[src/rtl/pla_sweep_pkg.sv]
// Shared types and constants for the PLA subcube sweep controller.
// The MISR constants and step function matter only in builds with
// PLA_SWEEP_SIG_EN defined.
package pla_sweep_pkg;

  typedef enum logic [1:0] {
    IDLE  = 2'd0,
    RUN   = 2'd1,
    DRAIN = 2'd2,
    DONE  = 2'd3
  } state_t;

  localparam int          NIN_DEF   = 15;
  // x^16 + x^12 + x^5 + 1; the x^16 term is the implicit feedback tap
  localparam logic [15:0] MISR_POLY = 16'h1021;
  localparam logic [15:0] MISR_SEED = 16'hFFFF;

  // One MISR shift: Galois feedback from bit 15, new data XORed into bit 0
  function automatic logic [15:0] misr_step(input logic [15:0] s, input logic d);
    return {s[14:0], 1'b0} ^ (s[15] ? MISR_POLY : 16'h0000) ^ {15'h0000, d};
  endfunction

endpackage

[src/rtl/pla_subcube_enum.sv]
// Masked-increment enumerator. Held bits are forced to 1 before the +1, so
// the carry ripples straight through them into the next free bit. The held
// bits are then put back to their fixed values. last marks the vector whose
// free bits are all ones: the next increment wraps the free part to zero.
module pla_subcube_enum
  import pla_sweep_pkg::*;
#(
  parameter int NIN = NIN_DEF
) (
  input  logic [NIN-1:0] cur,
  input  logic [NIN-1:0] mask,
  input  logic [NIN-1:0] val,
  output logic [NIN-1:0] next,
  output logic           last
);

  logic [NIN-1:0] bumped;

  // Carry skips over held bits because they are pre-set to one
  assign bumped = (cur | mask) + {{(NIN-1){1'b0}}, 1'b1};
  assign next   = (bumped & ~mask) | (val & mask);
  assign last   = &(cur | mask);

endmodule

[src/rtl/pla_subcube_sweep_ctrl.sv]
// Sweeps an external PLA core over every minterm of a restricted subcube.
// It counts the vectors it visits and those with core_y = 1.
// Build option: define PLA_SWEEP_SIG_EN to add a 16-bit MISR on the sampled
// core_y stream. Without it, sig is tied to zero.
//
// state | meaning
// IDLE  | waiting for start; counts and sig hold their last values
// RUN   | one vector issued per cycle, in ascending order of the free bits
// DRAIN | issue stopped; waiting for in-flight core_y samples to arrive
// DONE  | single cycle with done=1, then back to IDLE
module pla_subcube_sweep_ctrl
  import pla_sweep_pkg::*;
#(
  parameter int NIN  = NIN_DEF,
  parameter int LAT  = 0,
  parameter int CNTW = NIN + 1
) (
  input  logic            clk,
  input  logic            rst,
  input  logic            start,
  input  logic            abort,
  input  logic [NIN-1:0]  fix_mask,
  input  logic [NIN-1:0]  fix_val,
  output logic [NIN-1:0]  core_x,
  input  logic            core_y,
  output logic            busy,
  output logic            done,
  output logic [CNTW-1:0] onset_cnt,
  output logic [CNTW-1:0] visit_cnt,
  output logic [15:0]     sig
);

  state_t         state;
  logic [NIN-1:0] mask_q;
  logic [NIN-1:0] val_q;
  logic [NIN-1:0] nxt;
  logic           last_vec;
  logic           accept;
  logic           issue;
  logic           vexit;
  logic           pipe_busy;

  // abort has priority over start, even in the same IDLE cycle
  assign accept = (state == IDLE) && start && !abort;
  assign issue  = (state == RUN);

  pla_subcube_enum #(.NIN(NIN)) u_enum (
    .cur  (core_x),
    .mask (mask_q),
    .val  (val_q),
    .next (nxt),
    .last (last_vec)
  );

  // Sequencer: one vector per RUN cycle, then drain, then a one-cycle done pulse
  always_ff @(posedge clk or posedge rst) begin
    if (rst) begin
      state  <= IDLE;
      mask_q <= '0;
      val_q  <= '0;
      core_x <= '0;
      busy   <= 1'b0;
      done   <= 1'b0;
    end else begin
      done <= 1'b0;
      case (state)
        IDLE: begin
          if (accept) begin
            mask_q <= fix_mask;
            val_q  <= fix_val;
            core_x <= fix_val & fix_mask;
            busy   <= 1'b1;
            state  <= RUN;
          end
        end
        RUN: begin
          if (abort) begin
            busy  <= 1'b0;
            state <= IDLE;
          end else if (last_vec) begin
            state <= DRAIN;
          end else begin
            core_x <= nxt;
          end
        end
        DRAIN: begin
          if (abort) begin
            busy  <= 1'b0;
            state <= IDLE;
          end else if (!pipe_busy) begin
            busy  <= 1'b0;
            done  <= 1'b1;
            state <= DONE;
          end
        end
        default: begin
          state <= IDLE;
        end
      endcase
    end
  end

  // Valid tracking: a token issued with core_x reaches the counters when core_y is valid
  generate
    if (LAT == 0) begin : g_nopipe
      assign vexit     = issue;
      assign pipe_busy = 1'b0;
    end else begin : g_pipe
      logic [LAT-1:0] vpipe;

      // Shift the issue token in; abort discards everything in flight
      always_ff @(posedge clk or posedge rst) begin
        if (rst) begin
          vpipe <= '0;
        end else if (abort) begin
          vpipe <= '0;
        end else begin
          vpipe <= (vpipe << 1) | LAT'(issue);
        end
      end

      assign vexit     = vpipe[LAT-1];
      assign pipe_busy = |vpipe;
    end
  endgenerate

  // Visit and on-set counters: cleared on an accepted start; otherwise they hold
  always_ff @(posedge clk or posedge rst) begin
    if (rst) begin
      visit_cnt <= '0;
      onset_cnt <= '0;
    end else if (accept) begin
      visit_cnt <= '0;
      onset_cnt <= '0;
    end else if (vexit) begin
      visit_cnt <= visit_cnt + CNTW'(1);
      if (core_y) begin
        onset_cnt <= onset_cnt + CNTW'(1);
      end
    end
  end

`ifdef PLA_SWEEP_SIG_EN
  logic [15:0] sig_q;

  // Signature: reseeded on start, one shift per sampled core_y
  always_ff @(posedge clk or posedge rst) begin
    if (rst) begin
      sig_q <= MISR_SEED;
    end else if (accept) begin
      sig_q <= MISR_SEED;
    end else if (vexit) begin
      sig_q <= misr_step(sig_q, core_y);
    end
  end

  assign sig = sig_q;
`else
  assign sig = 16'h0000;
`endif

endmodule
[config.mk]
export PLATFORM = sky130hd
export DESIGN_NAME = pla_subcube_sweep_ctrl
export DESIGN_NICKNAME = d
export VERILOG_FILES = /design/src/rtl/pla_sweep_pkg.sv /design/src/rtl/pla_subcube_enum.sv /design/src/rtl/pla_subcube_sweep_ctrl.sv
export SDC_FILE = /design/constraint.sdc
export NUM_CORES = 1
export LEC_CHECK = 0
export CAP_MARGIN = 20
export CORE_MARGIN = 1.5
export CORE_UTILIZATION = 46
export DETAILED_ROUTE_END_ITERATION = 8
export GPL_ROUTABILITY_DRIVEN = 0
export PLACE_DENSITY = 0.77
export SLEW_MARGIN = 15
export SYNTH_ARGS = -nofsm -noshare
export SYNTH_HDL_FRONTEND = slang
export SYNTH_SLANG_ARGS = --single-unit
[constraint.sdc]
create_clock -name clk -period 2.8 [get_ports clk]
set_clock_uncertainty 0.15 [all_clocks]
set_input_delay 0.56 -clock clk [delete_from_list [all_inputs] [get_ports clk]]
set_output_delay 0.56 -clock clk [all_outputs]
set_load 0.01 [all_outputs]
==> results.sh <==
export IMPL_slew_violations=0
export IMPL_final_cell_area_mm2=0.005487
export IMPL_finalNetCount=621
export IMPL_wl_um=10780
export IMPL_cts_clk_slew_worst_paths_ns=0.09
export IMPL_utilization=0.5966
export IMPL_worst_pin_slew_ns=0.5794
export IMPL_end_kind="flop"
export IMPL_cts_buffers=9
export IMPL_post_cts_repair_setup_buffers=0
export IMPL_cts_resized=0
export IMPL_dp_hpwl_um=7565
export IMPL_initial_core_util=0.4736
export IMPL_synth_seq_cells=81
export IMPL_finalWorstPathRequiredPeriod_ns=2.616
export IMPL_yosysTopAreaCell="dfrtp_1"
export IMPL_hold_class="reg2reg"
export IMPL_met1_usage=0.2954
export IMPL_postSynthAreaPerCell_um2=8.835
export IMPL_yosys_warnings=0
export IMPL_r2r_start="mask_q[1]"
export IMPL_synth_top_family_by_area="simple AND/OR/NAND/NOR gates"
export IMPL_synth_distinct_cells=62
export IMPL_maxCapViolations=0
export IMPL_min_path_cells=2
export IMPL_cts_path_max_buffers=2
export IMPL_drt_iter0_drc=228
export IMPL_synthAdderAreaFrac=0.02011
export IMPL_postSynth_asyncResetShare=1.000
export IMPL_wl_per_cell_um=15.53
export IMPL_rsz0062_at_grt="no"
export IMPL_synth_simple_area_share=0.2562
export IMPL_crit_arrival_ns=2.72
export IMPL_met3_usage=0.03134
export IMPL_cp_max_fo=17
export IMPL_cts_root_buffer="clkbuf_8"
export IMPL_outcome="complete, no violations"
export IMPL_totalPowerFinal_mw=4.818
export IMPL_rows=35
export IMPL_tns_ns=0
export IMPL_slew_headroom=0.6101
export IMPL_cts_tree="done"
export IMPL_die_h_um=100.3
export IMPL_yosysTopAreaCellShare=0.4654
export IMPL_vias=3919
export IMPL_ys_seq_area_frac=0.4654
export IMPL_r2r_setup_slack_ns=0.18
export IMPL_drc=0
export IMPL_postRouteAntennaNets=0
export IMPL_critical_path_class="reg2reg"
export IMPL_r2r_cells=8
export IMPL_r2r_end="core_x[0]"
export IMPL_ir_worst_vdd_mv=0.4121
export IMPL_instances_no_fill=694
export IMPL_critPathLaunchType="flop"
export IMPL_ys_flop_type="dfrtp_1"
export IMPL_synth_compound_area_frac=0.1382
export IMPL_drive_above_1_share=0.07033
export IMPL_htree_levels=3
export IMPL_dpl_instance_area_mm2=0.005293
export IMPL_met2_usage=0.3694
export IMPL_io_pins=100
export IMPL_viasPerCell=5.647
export IMPL_io_buffers=83
export IMPL_core_mm2=0.009196
export IMPL_cp_startpoint="mask_q[1]"
export IMPL_grt_overflow_total=0
export IMPL_max_freq_ghz=0.3823
export IMPL_dr_pass1_iters=5
export IMPL_synthTopCellsByCount="nand2_1, dfrtp_1, nor2_1"
export IMPL_crit_end="core_x[0]"
export IMPL_powerDensity_mw_per_mm2=878.2
export IMPL_synth_area_leaders="dfrtp_1, nand2_1, nor2_1"
export IMPL_grt_busiest_layer="met2"
export IMPL_die_w_um=100.3
export IMPL_finalCritPeriodShare=0.9342
export IMPL_grt_total_usage=0.2281
export IMPL_crit_required_ns=2.90
export IMPL_synthMuxAreaShare=0.009767
export IMPL_synth_xor_area_frac=0.05027
export IMPL_grt_max_degree=53
export IMPL_dieArea_mm2=0.01006
export IMPL_hold_buffers=0
export IMPL_placed_cells=679
export IMPL_clock_sinks=81
export IMPL_synthCells=493
export IMPL_antenna_found_initial=0
export IMPL_clk_latency_ns=0.36
export IMPL_synth_edff_count=0
export IMPL_grt_pass1_wl_um=18150
export IMPL_yosysMostFrequentCell="nand2_1"
export IMPL_final_hold_violation_count=0
export IMPL_grt_pass1_vias=3865
export IMPL_mappedNetlistArea_mm2=0.004355
export IMPL_p_leak_nw=2.400
export IMPL_n_antenna_cell=0
export IMPL_area_delta_synth_final_pct=25.97
export IMPL_finalSetupViolCount=0
## cell usage in the layout, fill, tap and decap left out, types with 3 or more instances in the layout
cell type and count:
nor2b_1 5, conb_1 16, xor2_1 15, nand2b_1 5
a21oi_1 28, or2_2 3, o22ai_1 4, xnor2_1 10
o221ai_1 3, buf_4 8, clkbuf_8 10, clkdlybuf4s50_1 83
dfrtp_1 81, and3_1 5, nand2_1 104, o21ai_0 19
ha_1 7, nor3_1 9, nand4_1 11, nor2_1 42
a31oi_1 9, or3_1 12, o311ai_0 3, inv_1 15
nand3b_1 3, o211ai_1 4, nand3_1 17, and4_1 3
## logic make-up (layout without fill, tap and decap cells)
logic type / count (synthesis) / count (layout)
simple gates: 233 / 233
compound gates: 92 / 92
flops: 81 / 81
buf+inv: 50 / 125
xor+xnor: 25 / 25
fa+ha+maj: 7 / 7
mux: 4 / 4
other cells: 1 / 16
## worst min-delay path by stage
stage,start,end,slack (ns)
floorplan,val_q[11],val_q[11],0.29
global placement,val_q[4],val_q[4],0.30
detailed placement,val_q[7],val_q[7],0.31
CTS,rst,onset_cnt[2],0.34
global route,val_q[3],val_q[3],0.36
finish,val_q[7],val_q[7],0.33
## through the flow
| stage | setup slack [ns] | hold WS (ns) |
|---|---|---|
| global route | 0.02457 | 0.3628 |
| floorplan | 0.009912 | 0.2869 |
| detailed placement | 0.2351 | 0.3137 |
| global placement | 0.3437 | 0.3025 |
| finish | 0.1843 | 0.3306 |
| CTS | 0.2092 | 0.3352 |
## layout make-up
| cell class | count | area, um^2 |
|---|---|---|
| clock buffers | 10 | 137.6 |
| multi-input cells | 377 | 2132 |
| fillers | 826 | 3710 |
| well taps | 111 | 138.9 |
| inverters | 17 | 63.81 |
| flip-flops and latches | 81 | 2027 |
| repair buffers | 93 | 930.9 |
| clock inverters | 5 | 56.30 |
## critical path: stages, from the launching register on
cell     delay (ns)
dfrtp_1        0.39
nor2_1         0.11
inv_1          0.08
ha_1           0.18
o21ai_1        0.16
nor4_2         0.28
nand4_2        0.46
and2_4         0.43
o221a_2        0.28
## state kept, by name, indices dropped and copies added (netlist names)
signal,cells
val_q,15
onset_cnt,16
done,1
state,2
mask_q,15
busy,1
core_x,15
visit_cnt,16
## per-layer routing
metal  routed length, um  part of all wire
met4                 379             0.035
met3                 592             0.055
met5                   0                 0
met1                4494              0.42
met2                5315              0.49
## power breakdown
part           total [mW]  switching (mW)  internal (mW)
Clock               0.858           0.428          0.430
Combinational        2.04            1.11          0.923
Sequential           1.92           0.388           1.54
Total                4.82            1.93           2.89
(Power assumes the default switching activity.)
